<file path="config.mk">
export PLATFORM = sky130hd
export DESIGN_NAME = button_debounce_top
export DESIGN_NICKNAME = d
export VERILOG_FILES = /design/src/rtl/button_debounce_top.sv
export SDC_FILE = /design/constraint.sdc
export NUM_CORES = 1
export LEC_CHECK = 0
export CAP_MARGIN = 25
export CORE_MARGIN = 3
export CORE_UTILIZATION = 43
export CTS_BUF_LIST = sky130_fd_sc_hd__clkbuf_16
export DETAILED_ROUTE_END_ITERATION = 10
export PLACE_DENSITY = 0.6
export SLEW_MARGIN = 40
export SYNTH_ARGS = -nofsm -noshare
export SYNTH_HDL_FRONTEND = slang
export SYNTH_SLANG_ARGS = --single-unit
</file>
<file path="constraint.sdc">
create_clock -name clk -period 2.9 [get_ports clk]
set_input_delay 0.58 -clock clk [delete_from_list [all_inputs] [get_ports clk]]
set_output_delay 0.58 -clock clk [all_outputs]
set_load 0.005 [all_outputs]
</file>
<file path="src/rtl/button_debounce_top.sv">
// button_debounce_top: debounces one mechanical push-button.
// It produces a clean level, a one-clock press pulse and an 8-bit press count.
// Optional build macro: BUTTON_ACTIVE_LOW_EN. When it is defined the button is
// treated as pressed when low, and the synchroniser flops reset to 1.
module button_debounce_top #(
    parameter int  DEBOUNCE_CYCLES = 50000,
    localparam int CNT_W           = $clog2(DEBOUNCE_CYCLES)
) (
    input  logic       clk,
    input  logic       rst,
    input  logic       b_in,
    output logic       b_out_level,
    output logic       b_out_pulse,
    output logic [7:0] leds
);

    // Terminal count: the level flips on the edge where the counter holds this value
    localparam logic [CNT_W-1:0] CNT_LAST = CNT_W'(DEBOUNCE_CYCLES - 1);

`ifdef BUTTON_ACTIVE_LOW_EN
    // The flops carry the raw pin, so reset them to the pin's idle (released) level
    localparam logic SYNC_RST = 1'b1;
`else
    localparam logic SYNC_RST = 1'b0;
`endif

    logic             b_s1;
    logic             b_s2;
    logic             pressed;
    logic [CNT_W-1:0] cnt_reg;
    logic             level_reg;
    logic             pulse_reg;
    logic [7:0]       leds_reg;

    // Two-flop synchroniser; nothing else ever samples b_in
    always_ff @(posedge clk or posedge rst) begin
        if (rst) begin
            b_s1 <= SYNC_RST;
            b_s2 <= SYNC_RST;
        end else begin
            b_s1 <= b_in;
            b_s2 <= b_s1;
        end
    end

`ifdef BUTTON_ACTIVE_LOW_EN
    assign pressed = ~b_s2;
`else
    assign pressed = b_s2;
`endif

    // Debounce counter, debounced level, press pulse and press counter
    always_ff @(posedge clk or posedge rst) begin
        if (rst) begin
            cnt_reg   <= '0;
            level_reg <= 1'b0;
            pulse_reg <= 1'b0;
            leds_reg  <= 8'h00;
        end else begin
            pulse_reg <= 1'b0;
            if (pressed == level_reg) begin
                // Any return to the current level restarts the qualification window
                cnt_reg <= '0;
            end else if (cnt_reg == CNT_LAST) begin
                level_reg <= pressed;
                cnt_reg   <= '0;
                if (pressed) begin
                    // Pulse and count only on a press, never on a release
                    pulse_reg <= 1'b1;
                    leds_reg  <= leds_reg + 8'd1;
                end
            end else begin
                cnt_reg <= cnt_reg + 1'b1;
            end
        end
    end

    assign b_out_level = level_reg;
    assign b_out_pulse = pulse_reg;
    assign leds        = leds_reg;

endmodule

</file>
-- Yosys cells after proc, flatten, opt, wreduce, memory -nomap -nowiden
Index checks and enable logic that the tools add are counted.
- register bits: 28
- output and inout port bits: 10
- word-level logic and storage cells: 18
- input bits: 3
- $add $sub $neg: 2
- bitwise gates (word level): 1
- equal/unequal tests: 2
- muxes and demuxes: 5
- reductions and logical operators: 2
- operators by type and width (operator ; count):
    $mux W16 ; 2
    $add A16 B1 Y16 const B ; 1
    $eq A16 B16 Y1 const B ; 1
    $add A8 B1 Y8 const B ; 1
    $mux W1 ; 3
    $reduce_and A3 Y1 ; 1
    $reduce_and A2 Y1 ; 1
    $eq A1 B1 Y1 ; 1
    $not A1 Y1 ; 1

-- Logic depth before layout (Yosys ltp)
- depth in word-level cells: 3
- gate-level depth with buffers: 7
- mapped depth without buffers: 6

-- Worst setup path after synthesis
Ideal clock, no wire load.
- kind: reg2reg
- from: register cnt_reg[10]
- to: register cnt_reg[10]
- slack: 0.992 ns
- library setup time: 0.119 ns
- arrival time: 1.789 ns
- cell stages (with the launch flop): 7
- required time: 2.781 ns
- buffers on the path: 2
- period minus slack after synthesis: 1.908 ns
- cells stage by stage: dfrtp_1 > or4_4 > nor4_4 > or2_1 > buf_6 > buf_8 > nor2_1
- cells in the longest elaborated chain, start to end: 3
- elaborated cells between the ends (all ways): 4
- those cells by class: 1 x add/sub; 1 x eq/ne; 2 x mux
- RTL lines (element ; RTL line ; text):
    start: declaration ; 30 ; logic [CNT_W-1:0] cnt_reg;
    start signal: assignment ; 73 ; cnt_reg <= cnt_reg + 1'b1;
    $add A16 B1 Y16 or $eq A16 B16 Y1 (tied branches) ; 73, 64 ;
    $mux W16 * ; 64 ; end else if (cnt_reg == CNT_LAST) begin
    $mux W16 * ; 61 ; if (pressed == level_reg) begin
Mark *: on every way between the ends. The rest lies on a longest branch, timed or not.
A chain may end at the register's enable or synchronous reset.

-- Final worst setup path
- from: register cnt_reg[10]
- to: register cnt_reg[13]
Same word-level chain as after synthesis.

==> results <==
- Counting every instance in the synthesized netlist gives around 130.
- The number of vias per cell is between 5 and 6.
- The number of setup buffers added after CTS is 0.
- The first TritonRoute pass finished after 4 iterations.
- The total cell area at the placement stage is between 1000 and 1500 um2.
- The count of final hold-check violations is 0.
- The number of global-route vias before repair is 899.
- The total of warnings raised by yosys is 0.
- At the end of routability-driven placement, the weighted congestion stood at 0.789.
- The count of nets left with antenna violations once routing finished came out at 0.
- The number of levels the H-tree was split into is 1.
- The latest clock arrival within the worst-skew pair is 260 ps.
- The total DRC errors in the routed layout is 0.
- The slew at the pin closest to its max-slew limit is 523 ps.
- The biggest area contributor in the post-synthesis netlist is sky130_fd_sc_hd__dfrtp_1.
- The global-route total usage across every layer is 0.156.
- STA classifies the critical path endpoint as a register.
- The register with the most flip-flops in the layout has 16 of them.
- The area of the core is around 2900 um2.
- The slowest stage of the critical path belongs to the cell sky130_fd_sc_hd__or4_4.
- The half-perimeter wire length after detailed placement is around 1700 um.
- The worst supply voltage drop on vdd is 0.192 mV.
- The path type of the worst min-delay path is reg -> reg.
- The clock slew at the register clock pins of the worst setup and hold paths is approximately 70 ps.
- The post-synthesis to final-layout area growth is 16.7%.
- The initialized floorplan defines 19 standard-cell rows.
- Sorting the synthesized cells by area gives the leading types as sky130_fd_sc_hd__dfrtp_1, sky130_fd_sc_hd__xnor2_1, sky130_fd_sc_hd__nor2_1.
- Counting flops with an async set or reset pin after synthesis yields a share of 1.00.
- The met3 routed wirelength is ~60 um.
- For this design the ratio of total power to cell area is between 400 and 500 nW/um2.
- The TritonCTS clock tree is done.
- The die area is roughly 3800 um2.
- The worst setup path is launched from a register.
- The die is 62.0 um wide.
- The total detailed-routing wirelength is 2530 um.
- The fraction of post-synthesis cell area in the top cell type by area is 0.520.
- Based on the critical path, the design can be clocked at up to 441 MHz.
- The cell area that synthesis handed to floorplanning was approximately 1300 um2.
- The accumulated negative setup slack is 0 ps.
- The portion of the clock cycle consumed by the worst path in the final layout is 0.781.
- The delay of the slowest cell on the worst path is approximately 570 ps.
- Routed signal wires occupy layers up through met4.
- Synthesis inferred 28 register bits.
- Setup violations remaining at the end of the flow were counted as 0.
- The sequential fraction of the synthesis area is 0.520.
- The maximum number of buffers from clock root to sink is 2.
- Hold repair after CTS inserted 0 buffers.
- Counting every net in the synthesized netlist gives 131.
- The leading register cell type out of synthesis is sky130_fd_sc_hd__dfrtp_1.
- Setup repair after global routing left no endpoint under its margin.
- Yosys instantiated no cell more often than sky130_fd_sc_hd__dfrtp_1.
- The die is roughly 62 um tall.
- By count the netlist is led by sky130_fd_sc_hd__dfrtp_1, sky130_fd_sc_hd__nor2_1, sky130_fd_sc_hd__xnor2_1.
- The clock buffer count from CTS is 3.
- The first global-routing pass estimated 4320 um of wire.
- The remaining max-slew budget at the tightest pin is 0.651.
- The number of vias after detailed routing is around 930.
- The routed design uses approximately 1100 um of met2 wire.
- In the final layout, the share of cells above drive strength 1 is 0.0652.
- The run finished with clean final reports.
- Entering global routing, the biggest net connects 29 pins.
- Walking the worst path, the cells encountered are or4_4 -> nor4_4 -> or2_1 -> nor2_1.
- The number of design-rule violations left by the first detailed-router iteration is 28.
- Pin placement for this block handled 13 I/O pins.
- The maximum fanout count along the critical path is 15.
- The number of sinks handled by clock tree synthesis is 28.
- The time the worst path needs with I/O delays and setup is 2270 ps.
- The max-slew violation count came to 0.
- The number of antenna violations at the first check in global routing is 0.
- The routed wirelength normalized by instance count is 14.1 um.
- The mean area per synthesized cell is about 11 um2.
- The largest clock skew in the final design is between 3 and 4 ps.
- Yosys mapped a number of flops with a built-in enable equal to 0.
- The overflow left after global routing is 0.
- Buffers placed on the I/O ports in this run total 12.
- The number of inserted diodes is 0.
- Data on the critical path is required at its endpoint by 3030 ps.
- The final layout contains between 100 and 150 nets.
- The met1 wire length is about 1300 um.
- The number of max-cap violations is 0.
- Once the clock tree was built, the resizer swapped 0 gates to a different size.
- In this run the clock root is driven by a sky130_fd_sc_hd__clkbuf_16.
- The critical path class is reg -> reg.
- The effective utilization at floorplan is 0.468.
- The cell leakage power is about 0.62 nW.
- The endpoint arrival time on the critical path is approximately 2400 ps.
- The final standard cell area without fillers is around 1600 um2.
- The distinct cell type count of the synthesized netlist is 27.
[power by group]
| part | switching (mW) | leakage, nW | total [mW] | internal (mW) |
|---|---|---|---|---|
| Clock | 0.129 | 0.0370 | 0.312 | 0.183 |
| Combinational | 0.0167 | 0.201 | 0.0250 | 0.00825 |
| Sequential | 0.00483 | 0.384 | 0.400 | 0.395 |
[worst max-delay path, delay by kind of cell, from the launching register on]
family / cells / cell delay [ps]
flops: 1 / 440
simple gates: 4 / 1700
[cell families (layout without fill, tap and decap cells)]
kind of cell | Yosys count | in the layout | share of synthesized area
and+or+nand+nor | 60 | 60 | 0.253
DFF | 28 | 28 | 0.520
xor gates and xnor gates | 20 | 20 | 0.130
buffers and inverters | 10 | 23 | 0.0418
adders and majority gates | 3 | 3 | 0.0279
AOI/OAI and AO/OA | 3 | 3 | 0.0158
muxes | 1 | 1 | 0.0111
[cell type report]
type                            instances  area [um2]
Tap cell                               42        52.6
Sequential cell                        28         701
Clock buffer                            3        75.1
Fill cell                             256        1300
Inverter                                7        26.3
Multi-Input combinational cell         87         591
Timing Repair Buffer                   13         128
[cells in the final DEF (no fill, tap or decap), drive strengths merged, types with 2 or more instances in the layout]
cell           count
xnor2             18
nand4b             2
nor2              18
inv                7
nand3              7
nor4               6
nor3               4
xor2               2
clkdlybuf4s50     12
ha                 3
and2               4
clkbuf             3
nand2              4
dfrtp             28
nand4             10
[final timing paths]
path / slack (ps) / cells past startpoint / start / end
setup / recovery: 630 / 4 / cnt_reg[10] / cnt_reg[13]
max in group asynchronous: 1960 / 3 / rst / cnt_reg[13]
min in group asynchronous: 680 / 3 / rst / b_s1
setup reg to reg: 630 / 4 / cnt_reg[10] / cnt_reg[13]
hold / removal: 350 / 0 / b_s1 / b_s2
hold reg to reg: 350 / 0 / b_s1 / b_s2
[metal layers]
metal	GRT usage	vias up
li1	-	462
met2	0.226	12
met1	0.231	454
met5	0	-
met4	0.0636	0
met3	0.0248	5
[metrics by stage]
| step | instances | utilization | hold WS [ps] | power, mW | setup WS (ps) |
|---|---|---|---|---|---|
| 2_1_floorplan | 125 | - | 331 | 0.427 | 992 |
| 3_3_place_gp | 177 | 0.521 | 334 | 0.432 | 717 |
| 3_5_place_dp | 177 | 0.521 | 340 | 0.433 | 651 |
| 4_1_cts | 180 | 0.547 | 355 | 0.739 | 616 |
| 5_1_grt | 180 | 0.547 | 373 | 0.767 | 521 |
| 6_report | 180 | 0.547 | 352 | 0.737 | 635 |
Power figures use the tool's default switching activity.
